===== config.mk =====
export PLATFORM = sky130hd
export DESIGN_NAME = vram_loader_flat
export DESIGN_NICKNAME = d
export VERILOG_FILES = /design/src/rtl/vram_loader_if.sv /design/src/rtl/vram_loader.sv /design/src/flat_wrapper.sv
export SDC_FILE = /design/constraint.sdc
export NUM_CORES = 1
export LEC_CHECK = 0
export ABC_CLOCK_PERIOD_IN_PS = 1810
export CORE_ASPECT_RATIO = 1.2
export CORE_UTILIZATION = 47
export CTS_CLUSTER_DIAMETER = 50
export DETAILED_ROUTE_END_ITERATION = 12
export PLACE_DENSITY_LB_ADDON = 0.08
export SETUP_SLACK_MARGIN = 0.1
export SYNTH_ARGS = -nofsm -noshare
export SYNTH_HDL_FRONTEND = slang
export SYNTH_SLANG_ARGS = --single-unit

===== constraint.sdc =====
create_clock -name write_clk -period 1.81 [get_ports write_clk]
set_input_delay 0.362 -clock write_clk [delete_from_list [all_inputs] [get_ports write_clk]]
set_output_delay 0.362 -clock write_clk [all_outputs]
set_load 0.05 [all_outputs]

===== src/rtl/vram_loader_if.sv =====
// vram_loader_if: start/busy/done handshake plus ROM read and VRAM write buses of the fill engine
interface vram_loader_if #(
  parameter int ADDR_W = 10,
  parameter int DATA_W = 16
);
  logic start;
  logic [ADDR_W-1:0] rom_ad;
  logic [DATA_W-1:0] rom_data;
  logic vram_ce;
  logic [ADDR_W-1:0] vram_ad;
  logic [DATA_W-1:0] vram_data;
  logic busy;
  logic done;
  logic [7:0] frame_cnt;
  modport master (
    input start, rom_data,
    output rom_ad, vram_ce, vram_ad, vram_data, busy, done, frame_cnt
  );
  modport slave (
    output start, rom_data,
    input rom_ad, vram_ce, vram_ad, vram_data, busy, done, frame_cnt
  );
endinterface


===== src/rtl/vram_loader.sv =====
// vram_loader: copies image ROM into video RAM once per fill with start/busy/done handshake.
// LOADER_SWAP_RB_EN: exchange RGB565 R and B fields on the way into VRAM.
module vram_loader #(
  parameter int ADDR_W = 10,
  parameter int DATA_W = 16,
  parameter int ROM_LATENCY = 1,
  parameter int PACE_LOG2 = 0,
  parameter int AUTO_START = 1
) (
  input logic write_clk,
  input logic rst,
  vram_loader_if.master bus
);
  typedef enum logic [1:0] {IDLE, FILL, DRAIN, DONE} state_t;
  state_t state, state_n;
  logic armed, tick, issue, drained;
  logic [ROM_LATENCY-1:0] vld;
  logic [ADDR_W-1:0] tag [ROM_LATENCY];
  logic [DATA_W-1:0] wdata;
`ifdef LOADER_SWAP_RB_EN
  assign wdata = {bus.rom_data[4:0], bus.rom_data[10:5], bus.rom_data[15:11]};
`else
  assign wdata = bus.rom_data;
`endif
  generate
    if (PACE_LOG2 == 0) begin : g_free
      assign tick = 1'b1;
    end else begin : g_pace
      logic [PACE_LOG2-1:0] pace;
      // reads issue as the counter rolls over, so every slot spans a full pace period
      always_ff @(posedge write_clk or negedge rst)
        if (!rst) pace <= '0;
        else pace <= state == FILL ? pace + 1'b1 : '0;
      assign tick = &pace;
    end
  endgenerate
  assign issue = state == FILL && tick;
  assign drained = !(|vld) && bus.vram_ce && &bus.vram_ad;
  assign bus.busy = state == FILL || state == DRAIN;
  assign bus.done = state == DONE;
  always_comb begin
    state_n = state;
    case (state)
      IDLE: state_n = bus.start || armed ? FILL : IDLE;
      FILL: state_n = issue && &bus.rom_ad ? DRAIN : FILL;
      DRAIN: state_n = drained ? DONE : DRAIN;
      default: state_n = IDLE;
    endcase
  end
  always_ff @(posedge write_clk or negedge rst)
    if (!rst) state <= IDLE;
    else state <= state_n;
  always_ff @(posedge write_clk or negedge rst)
    if (!rst) begin
      armed <= AUTO_START != 0;
      bus.rom_ad <= '0;
      bus.vram_ce <= 1'b0;
      bus.vram_ad <= '0;
      bus.vram_data <= '0;
      bus.frame_cnt <= '0;
      vld <= '0;
      for (int i = 0; i < ROM_LATENCY; i++) tag[i] <= '0;
    end else begin
      armed <= 1'b0;
      bus.rom_ad <= state == IDLE ? '0 : issue ? bus.rom_ad + 1'b1 : bus.rom_ad;
      vld[0] <= issue;
      tag[0] <= bus.rom_ad;
      for (int i = 1; i < ROM_LATENCY; i++) begin
        vld[i] <= vld[i-1];
        tag[i] <= tag[i-1];
      end
      bus.vram_ce <= vld[ROM_LATENCY-1];
      if (vld[ROM_LATENCY-1]) begin
        bus.vram_ad <= tag[ROM_LATENCY-1];
        bus.vram_data <= wdata;
      end
      if (state == DRAIN && drained) bus.frame_cnt <= bus.frame_cnt + 8'd1;
    end
endmodule


===== src/flat_wrapper.sv =====
// flat-port wrapper written by rule: the top's interface ports become plain ports
module vram_loader_flat 
#(
  parameter int ADDR_W = 10,
  parameter int DATA_W = 16,
  parameter int ROM_LATENCY = 1,
  parameter int PACE_LOG2 = 0,
  parameter int AUTO_START = 1
)
  (write_clk, rst, bus_start, bus_rom_data, bus_rom_ad, bus_vram_ce, bus_vram_ad, bus_vram_data, bus_busy, bus_done, bus_frame_cnt);
  vram_loader_if #(.ADDR_W(ADDR_W), .DATA_W(DATA_W)) bus_i ();
  input logic write_clk;
  input logic rst;
  input wire logic [$bits(bus_i.start)-1:0] bus_start;
  input wire logic [$bits(bus_i.rom_data)-1:0] bus_rom_data;
  output wire logic [$bits(bus_i.rom_ad)-1:0] bus_rom_ad;
  output wire logic [$bits(bus_i.vram_ce)-1:0] bus_vram_ce;
  output wire logic [$bits(bus_i.vram_ad)-1:0] bus_vram_ad;
  output wire logic [$bits(bus_i.vram_data)-1:0] bus_vram_data;
  output wire logic [$bits(bus_i.busy)-1:0] bus_busy;
  output wire logic [$bits(bus_i.done)-1:0] bus_done;
  output wire logic [$bits(bus_i.frame_cnt)-1:0] bus_frame_cnt;
  assign bus_i.start = bus_start;
  assign bus_i.rom_data = bus_rom_data;
  assign bus_rom_ad = bus_i.rom_ad;
  assign bus_vram_ce = bus_i.vram_ce;
  assign bus_vram_ad = bus_i.vram_ad;
  assign bus_vram_data = bus_i.vram_data;
  assign bus_busy = bus_i.busy;
  assign bus_done = bus_i.done;
  assign bus_frame_cnt = bus_i.frame_cnt;
  vram_loader #(.ADDR_W(ADDR_W), .DATA_W(DATA_W), .ROM_LATENCY(ROM_LATENCY), .PACE_LOG2(PACE_LOG2), .AUTO_START(AUTO_START)) u_core (.write_clk(write_clk), .rst(rst), .bus(bus_i));
endmodule

==> results of run 1 <==
[cell families (layout without fill, tap and decap cells)]
family,count (synthesis),count (layout),synth area share
DFF,59,59,0.638
AOI/OAI and AO/OA,9,9,0.0222
xor gates and xnor gates,14,14,0.0530
adders and majority gates,7,7,0.0378
muxes,27,27,0.131
buffers and inverters,10,96,0.0195
and+or+nand+nor,40,40,0.0968
other,1,1,0.00162
[worst min path at each step]
stage	slack, ns	start	to	cells after the start
after floorplan	0.07	rst	u_core.bus.frame_cnt[0]	0
after global placement	0.36	rst	u_core.bus.vram_data[7]	2
after detailed placement	0.37	rst	u_core.bus.vram_data[9]	2
after CTS	0.03	rst	u_core.bus.vram_data[9]	2
after global routing	0.03	rst	u_core.bus.vram_data[9]	2
final	0.03	rst	u_core.bus.vram_data[9]	2
[repair_timing]
action                                  CTS  global route
endpoints found under the hold margin     0             0
gates resized for setup                   1             0
cloned                                    0             0
endpoints found under the setup margin    1             1
buffers inserted                          0             3
[through the flow]
stage	total power [mW]	worst slack (ns)	hold WS, ns
global route	2.69	0.108	0.0339
detailed placement	1.55	0.228	0.367
global placement	1.55	0.272	0.359
CTS	2.62	0.102	0.0251
finish	2.59	0.166	0.0270
floorplan	1.45	0.108	0.0664
[metal layers]
layer | share of wire | vias up
met4 | 0.0075 | 0
met5 | 0 | -
li1 | - | 737
met2 | 0.53 | 44
met3 | 0.049 | 2
met1 | 0.41 | 743
[layout make-up]
type | instances | area (µm²)
flip-flops and latches | 59 | 1490
well taps | 58 | 72.6
repair buffers | 75 | 628
clock inverters | 2 | 10.0
fillers | 378 | 1480
inverters | 5 | 18.8
clock buffers | 14 | 173
multi-input cells | 98 | 792
[worst register-to-register path, stage by stage (launching register included)]
cell and delay, ns:
dfrtp_2 0.43, inv_1 0.09, ha_1 0.20, nand4_1 0.24
or3_1 0.37, a21oi_1 0.15
[state kept, by name, summed over array words and instances, names as in the netlist]
| name | count |
|---|---|
| u_core.bus.vram_data | 16 |
| u_core.bus.rom_ad | 10 |
| u_core.bus.vram_ad | 10 |
| u_core.tag | 10 |
| u_core.bus.frame_cnt | 8 |
| u_core.state | 2 |
| u_core.armed | 1 |
| u_core.bus.vram_ce | 1 |
| u_core.vld | 1 |
[cell usage in the layout, fill, tap and decap left out, drive strengths merged, types with 2 or more instances in the layout]
cell / count
a21oi: 2
xor2: 3
mux2: 26
buf: 58
nand2: 9
or3: 2
nor2: 8
dfrtp: 58
nor4: 2
xnor2: 11
clkdlybuf4s50: 17
nand3: 3
nor3: 2
clkbuf: 14
nand4: 9
inv: 5
clkinv: 2
and3: 3
o21ai: 4
ha: 7
[power groups by stage]
stage / combinational (mW) / sequential [mW] / clock, mW
final: 0.179 / 1.35 / 1.06
after global routing: 0.190 / 1.35 / 1.15
after CTS: 0.182 / 1.35 / 1.09
after detailed placement: 0.182 / 1.37 / 0
after global placement: 0.179 / 1.37 / 0
after floorplan: 0.0161 / 1.44 / 0
==> metrics.md, run 1 <==
| Metric | Value |
|---|---|
| RR Endpoint | `u_core.bus.rom_ad[6]` |
| Final HPWL DP | `3300 µm` |
| Post-synth EDFFs | `0` |
| Final RePlAce weighted congestion | `0.779` |
| Design area | `3180 µm²` |
| Slew Limit Fails | `0` |
| Global-route wire length before repair | `7230 µm` |
| Met1 Usage GRT | `0.220` |
| GRT Residual Overflow | `0` |
| Crit path buf inv count | `2` |
| Int Pwr | `2.02 mW` |
| LEAKAGE | `1.52 nW` |
| Switching Fraction | `0.221` |
| Io pins | `66` |
| Required @ worst endpoint | `1.45 ns` |
| Hold buffer count at cts | `0` |
| Vias per cell | `4.91` |
| Async SR Flop Fraction | `1.00` |
| Post-synth top cells | `dfrtp_1 (58), mux2_2 (26), xnor2_1 (11)` |
| Initial drt markers | `74` |
| Crit start category | `flip-flop` |
| Max Cap Violations | `0` |
| Antenna violations before repair | `0` |
| Fin cells | `311` |
| Pin count of the biggest net entering global routing | `40` |
| Area grow syn2layout | `37.5%` |
| Flop-to-flop setup slack | `0.26 ns` |
| Die width | `66.1 µm` |
| Vias in the first global route | `1,550` |
| Clock slew seen by the registers of the worst setup and hold paths | `0.06 ns` |
| Yosys warning total | `0` |
| Starting density of the core | `0.497` |
| Post-Place Cell Area | `2980 µm²` |
| Synthesized Nets | `193` |
| Met2 GRT Util | `0.326` |
| Cell Rows | `27` |
| Min Tclk post-route | `1.64 ns` |
| Min-delay worst type | `input port to asynchronous set/reset pin` |
| Sequential share of power | `0.521` |
| Most frequent cell after synthesis | `dfrtp_1` |
| Fmax | `608 MHz` |
| Clock sink count | `59` |
| Drt total wl | `4520 µm` |
| FF-to-FF path depth | `5` |
| Cell Chain, Critical Path | `inv_1, ha_1, buf_12` |
| Share of layout cells above drive strength 1 | `0.439` |
| Clock Skews | `0.00514 ns` |
| Gate power share | `0.069` |
| Crit path max-delay family | `flip-flops` |
| Fin nets | `274` |
| Status | `finished clean` |
| Post-DR wirelength/cell | `14.5 µm` |
| Residual DRC | `0` |
| Post-synthesis register bit count | `59` |
| Antenna-violating nets left | `0` |
| Post-Syn Instances | `167` |
| Tcrit/Tclk final | `0.908` |
| DR vias | `1,526` |
| Arrival @ worst endpoint | `1.28 ns` |
| Die Y | `78.9 µm` |
| Post-Place Cells | `292` |
| CTS Buffer Depth | `2` |
| Core area | `4660 µm²` |
| Final hold viol count | `0` |
| Sequential-to-total area share from yosys stat | `0.638` |
| CTS tree | `built` |
| Setup TNS | `0 ns` |
| Die footprint | `5210 µm²` |
| DRT Pass-1 Iters | `4` |
| Sw power | `0.570 mW` |
| Synth top area cells | `dfrtp_1 (63%), mux2_2 (13%), xnor2_1 (4.2%), ha_1 (3.8%), nand4_1 (2.4%)` |
| Unique masters post-synth | `27` |
| Worst path depth | `3` |
| H-tree levels | `3` |
| Layout Utilization | `0.683` |
| Area leader, netlist | `dfrtp_1` |
| Met3 Use GR | `0.0517` |
| CTS root buffer | `clkbuf_8` |
| Share of the synthesized area in the top cell type | `0.627` |
| Critical path endpoint category | `primary output` |
| Clk Latency, worst-skew pair | `0.31 ns` |
| Diodes inserted | `0` |
| Synthesized area | `2310 µm²` |
| Clock network fraction of total power | `0.410` |
| Global route hottest layer | `met2` |
| Worst-path maximum fanout | `3` |
| Max stage delay on crit path | `0.37 ns` |
| Worst setup startpoint | `u_core.state[0]` |
| Reg-to-reg startpoint | `u_core.state[1]` |
| RSZ-0062 raised after global routing | `no` |
| Main synth FF type | `dfrtp_1` |
| GRT Util Overall | `0.190` |
| Crit path kind | `flip-flop to primary output` |
| CTS Buf Count | `9` |
| Peak supply drop | `464 µV` |
| CP max stage cell | `dfrtp_1` |
| Buffers added on ports | `65` |
| CP endpoint | `bus_busy` |
| Syn_area_per_cell | `13.9 µm²` |
| Cell Pwr Density | `813 nW/µm²` |
| Final setup vio count | `0` |
Note: power is estimated with default switching activity, not from simulation.
==> inputs of run 2 (changes only) <==
ABC_CLOCK_PERIOD_IN_PS = 2000   (was 1810)
CORE_UTILIZATION = 50   (was 47)
clock period = 2 ns   (was 1.81 ns; I/O delays follow)
==> metrics.md, run 2 (synthesized netlist as in run 1, its figures left out) <==
| Metric | Value |
|---|---|
| Status | `finished clean` |
| Die Y | `76.5 µm` |
| FILL cells | `318` |
| DR vias | `1,540` |
| Clock sink count | `59` |
| Clock network fraction of total power | `0.455` |
| Fin nets | `269` |
| Post-CTS setup buffer count | `0` |
| Slew Limit Fails | `0` |
| Switching Fraction | `0.212` |
| GRT Residual Overflow | `0` |
| Commonest non-fill, non-tap cell in the layout | `dfrtp_1` |
| Antenna violations before repair | `0` |
| Core area | `4360 µm²` |
| Global-route wire length before repair | `7600 µm` |
| Hold_ws | `0.0121 ns` |
| Worst Setup Slack post-DPL | `0.325 ns` |
| Final HPWL DP | `3280 µm` |
| Reg-to-reg startpoint | `u_core.state[1]` |
| Final hold viol count | `0` |
| Peak supply drop | `596 µV` |
| Residual DRC | `0` |
| Final setup vio count | `0` |
| Pin count of the biggest net entering global routing | `42` |
| LEAKAGE | `1.69 nW` |
| Starting density of the core | `0.531` |
| Clock slew seen by the registers of the worst setup and hold paths | `0.07 ns` |
| Post-DR wirelength/cell | `15.1 µm` |
| Cell Rows | `26` |
| Vias per cell | `5.08` |
| CTS root buffer | `clkbuf_8` |
| Antenna-violating nets left | `0` |
| Setup ws final | `0.264 ns` |
| Flop-to-flop setup slack | `0.33 ns` |
| H-tree levels | `3` |
| Final RePlAce weighted congestion | `0.765` |
| Min Tclk post-route | `1.74 ns` |
| Cell Pwr Density | `779 nW/µm²` |
| CTS tree | `built` |
| Setup TNS | `0 ns` |
| Most frequent cells in the layout | `dfrtp_1 (58), mux2_2 (26), dlygate4sd2_1 (21)` |
| Relative slew slack | `0.639` |
| Fmax | `576 MHz` |
| Clk Latency, worst-skew pair | `0.32 ns` |
| Io pins | `66` |
| RR Endpoint | `u_core.bus.rom_ad[6]` |
| FF-to-FF path depth | `5` |
| Total Power | `2.55 mW` |
| Clock Skews | `0.00896 ns` |
| CTS Buffer Depth | `2` |
| Worst-path maximum fanout | `4` |
| Area grow syn2layout | `41.3%` |
| Initial drt markers | `42` |
| Drt total wl | `4570 µm` |
| Int Pwr | `2.01 mW` |
| DRT Pass-1 Iters | `4` |
| Die width | `64.1 µm` |
| Largest register FFs | `16` |
| Arrival @ worst endpoint | `1.34 ns` |
| RSZ-0062 raised after global routing | `no` |
| Required @ worst endpoint | `1.60 ns` |
| Crit start category | `flip-flop` |
| Crit path kind | `flip-flop to primary output` |
| Diodes inserted | `0` |
| Slew of the pin with the lowest slew margin | `0.543 ns` |
| Biggest register | `u_core.bus.vram_data` |
| Critical path endpoint category | `primary output` |
| Vias in the first global route | `1,596` |
| Hold buffer count at cts | `0` |
| GRT Util Overall | `0.208` |
| Sequential share of power | `0.479` |
| Min-delay worst type | `input port to asynchronous set/reset pin` |
| Max Cap Violations | `0` |
| Tcrit/Tclk final | `0.868` |
| CTS Buf Count | `9` |
| Share of layout cells above drive strength 1 | `0.247` |
| Die footprint | `4910 µm²` |
| Sw power | `0.540 mW` |
| Buffers added on ports | `65` |
| Gate power share | `0.066` |
[run 2: cell types whose count changed in the layout (fill, tap and decap cells not counted), moves of 9 or more]
cell            before  now
buf_4               55   13
dfrtp_1             49   58
dfrtp_2              9    0
dlygate4sd2_1        0   21
dlymetal6s2s_1       0   16
[run 2: through the flow]
step | area [µm²] | instances | util
after floorplan | 2310 | 167 | -
after global placement | 3040 | 288 | 0.698
after detailed placement | 3040 | 288 | 0.698
after CTS | 3230 | 303 | 0.741
after global routing | 3270 | 303 | 0.750
final | 3270 | 303 | 0.750
[run 2: power by group through the flow]
stage / combinational, mW / clock [mW] / sequential (mW)
5_1_grt: 0.177 / 1.24 / 1.22
3_5_place_dp: 0.171 / 0 / 1.24
2_1_floorplan: 0.0146 / 0 / 1.30
6_report: 0.168 / 1.16 / 1.22
4_1_cts: 0.172 / 1.18 / 1.22
3_3_place_gp: 0.169 / 0 / 1.24
[run 2: final cells by class]
| class | count | area [µm²] | share of cell area |
|---|---|---|---|
| inverters | 5 | 18.8 | 0.00574 |
| well taps | 56 | 70.1 | 0.0214 |
| multi-input cells | 98 | 792 | 0.242 |
| flip-flops and latches | 59 | 1480 | 0.452 |
| clock buffers | 10 | 138 | 0.0421 |
| repair buffers | 70 | 697 | 0.213 |
| clock inverters | 5 | 77.6 | 0.0237 |
[run 2: layer usage]
layer / vias to the layer above / GRT usage / share of wire
met5: - / 0 / 0
met4: 0 / 0.0733 / 0.0077
met3: 4 / 0.0659 / 0.058
met2: 52 / 0.361 / 0.53
met1: 754 / 0.240 / 0.40
li1: 730 / - / -
[run 2: timing repair]
action / 4_1_cts / 5_1_grt
setup endpoints to repair: 21 / 16
endpoints found under the hold margin: 0 / 0
resized for setup: 21 / 16
[run 2: how the worst max path moves through the flow]
stage / start / to / depth (start not counted)
after global routing: u_core.state[1] / u_core.bus.rom_ad[6] / 5
final: u_core.state[0] / bus_busy / 3
after floorplan: u_core.bus.vram_ad[5] / u_core.bus.frame_cnt[1] / 3
after detailed placement: u_core.state[1] / u_core.bus.rom_ad[6] / 5
after global placement: u_core.bus.frame_cnt[3] / bus_frame_cnt[3] / 1
after CTS: u_core.bus.vram_data[12] / bus_vram_data[12] / 1
[run 2: worst max-delay path: stages (launching register included)]
cell     delay [ns]
dfrtp_1        0.42
inv_1          0.10
ha_1           0.34
buf_12         0.16
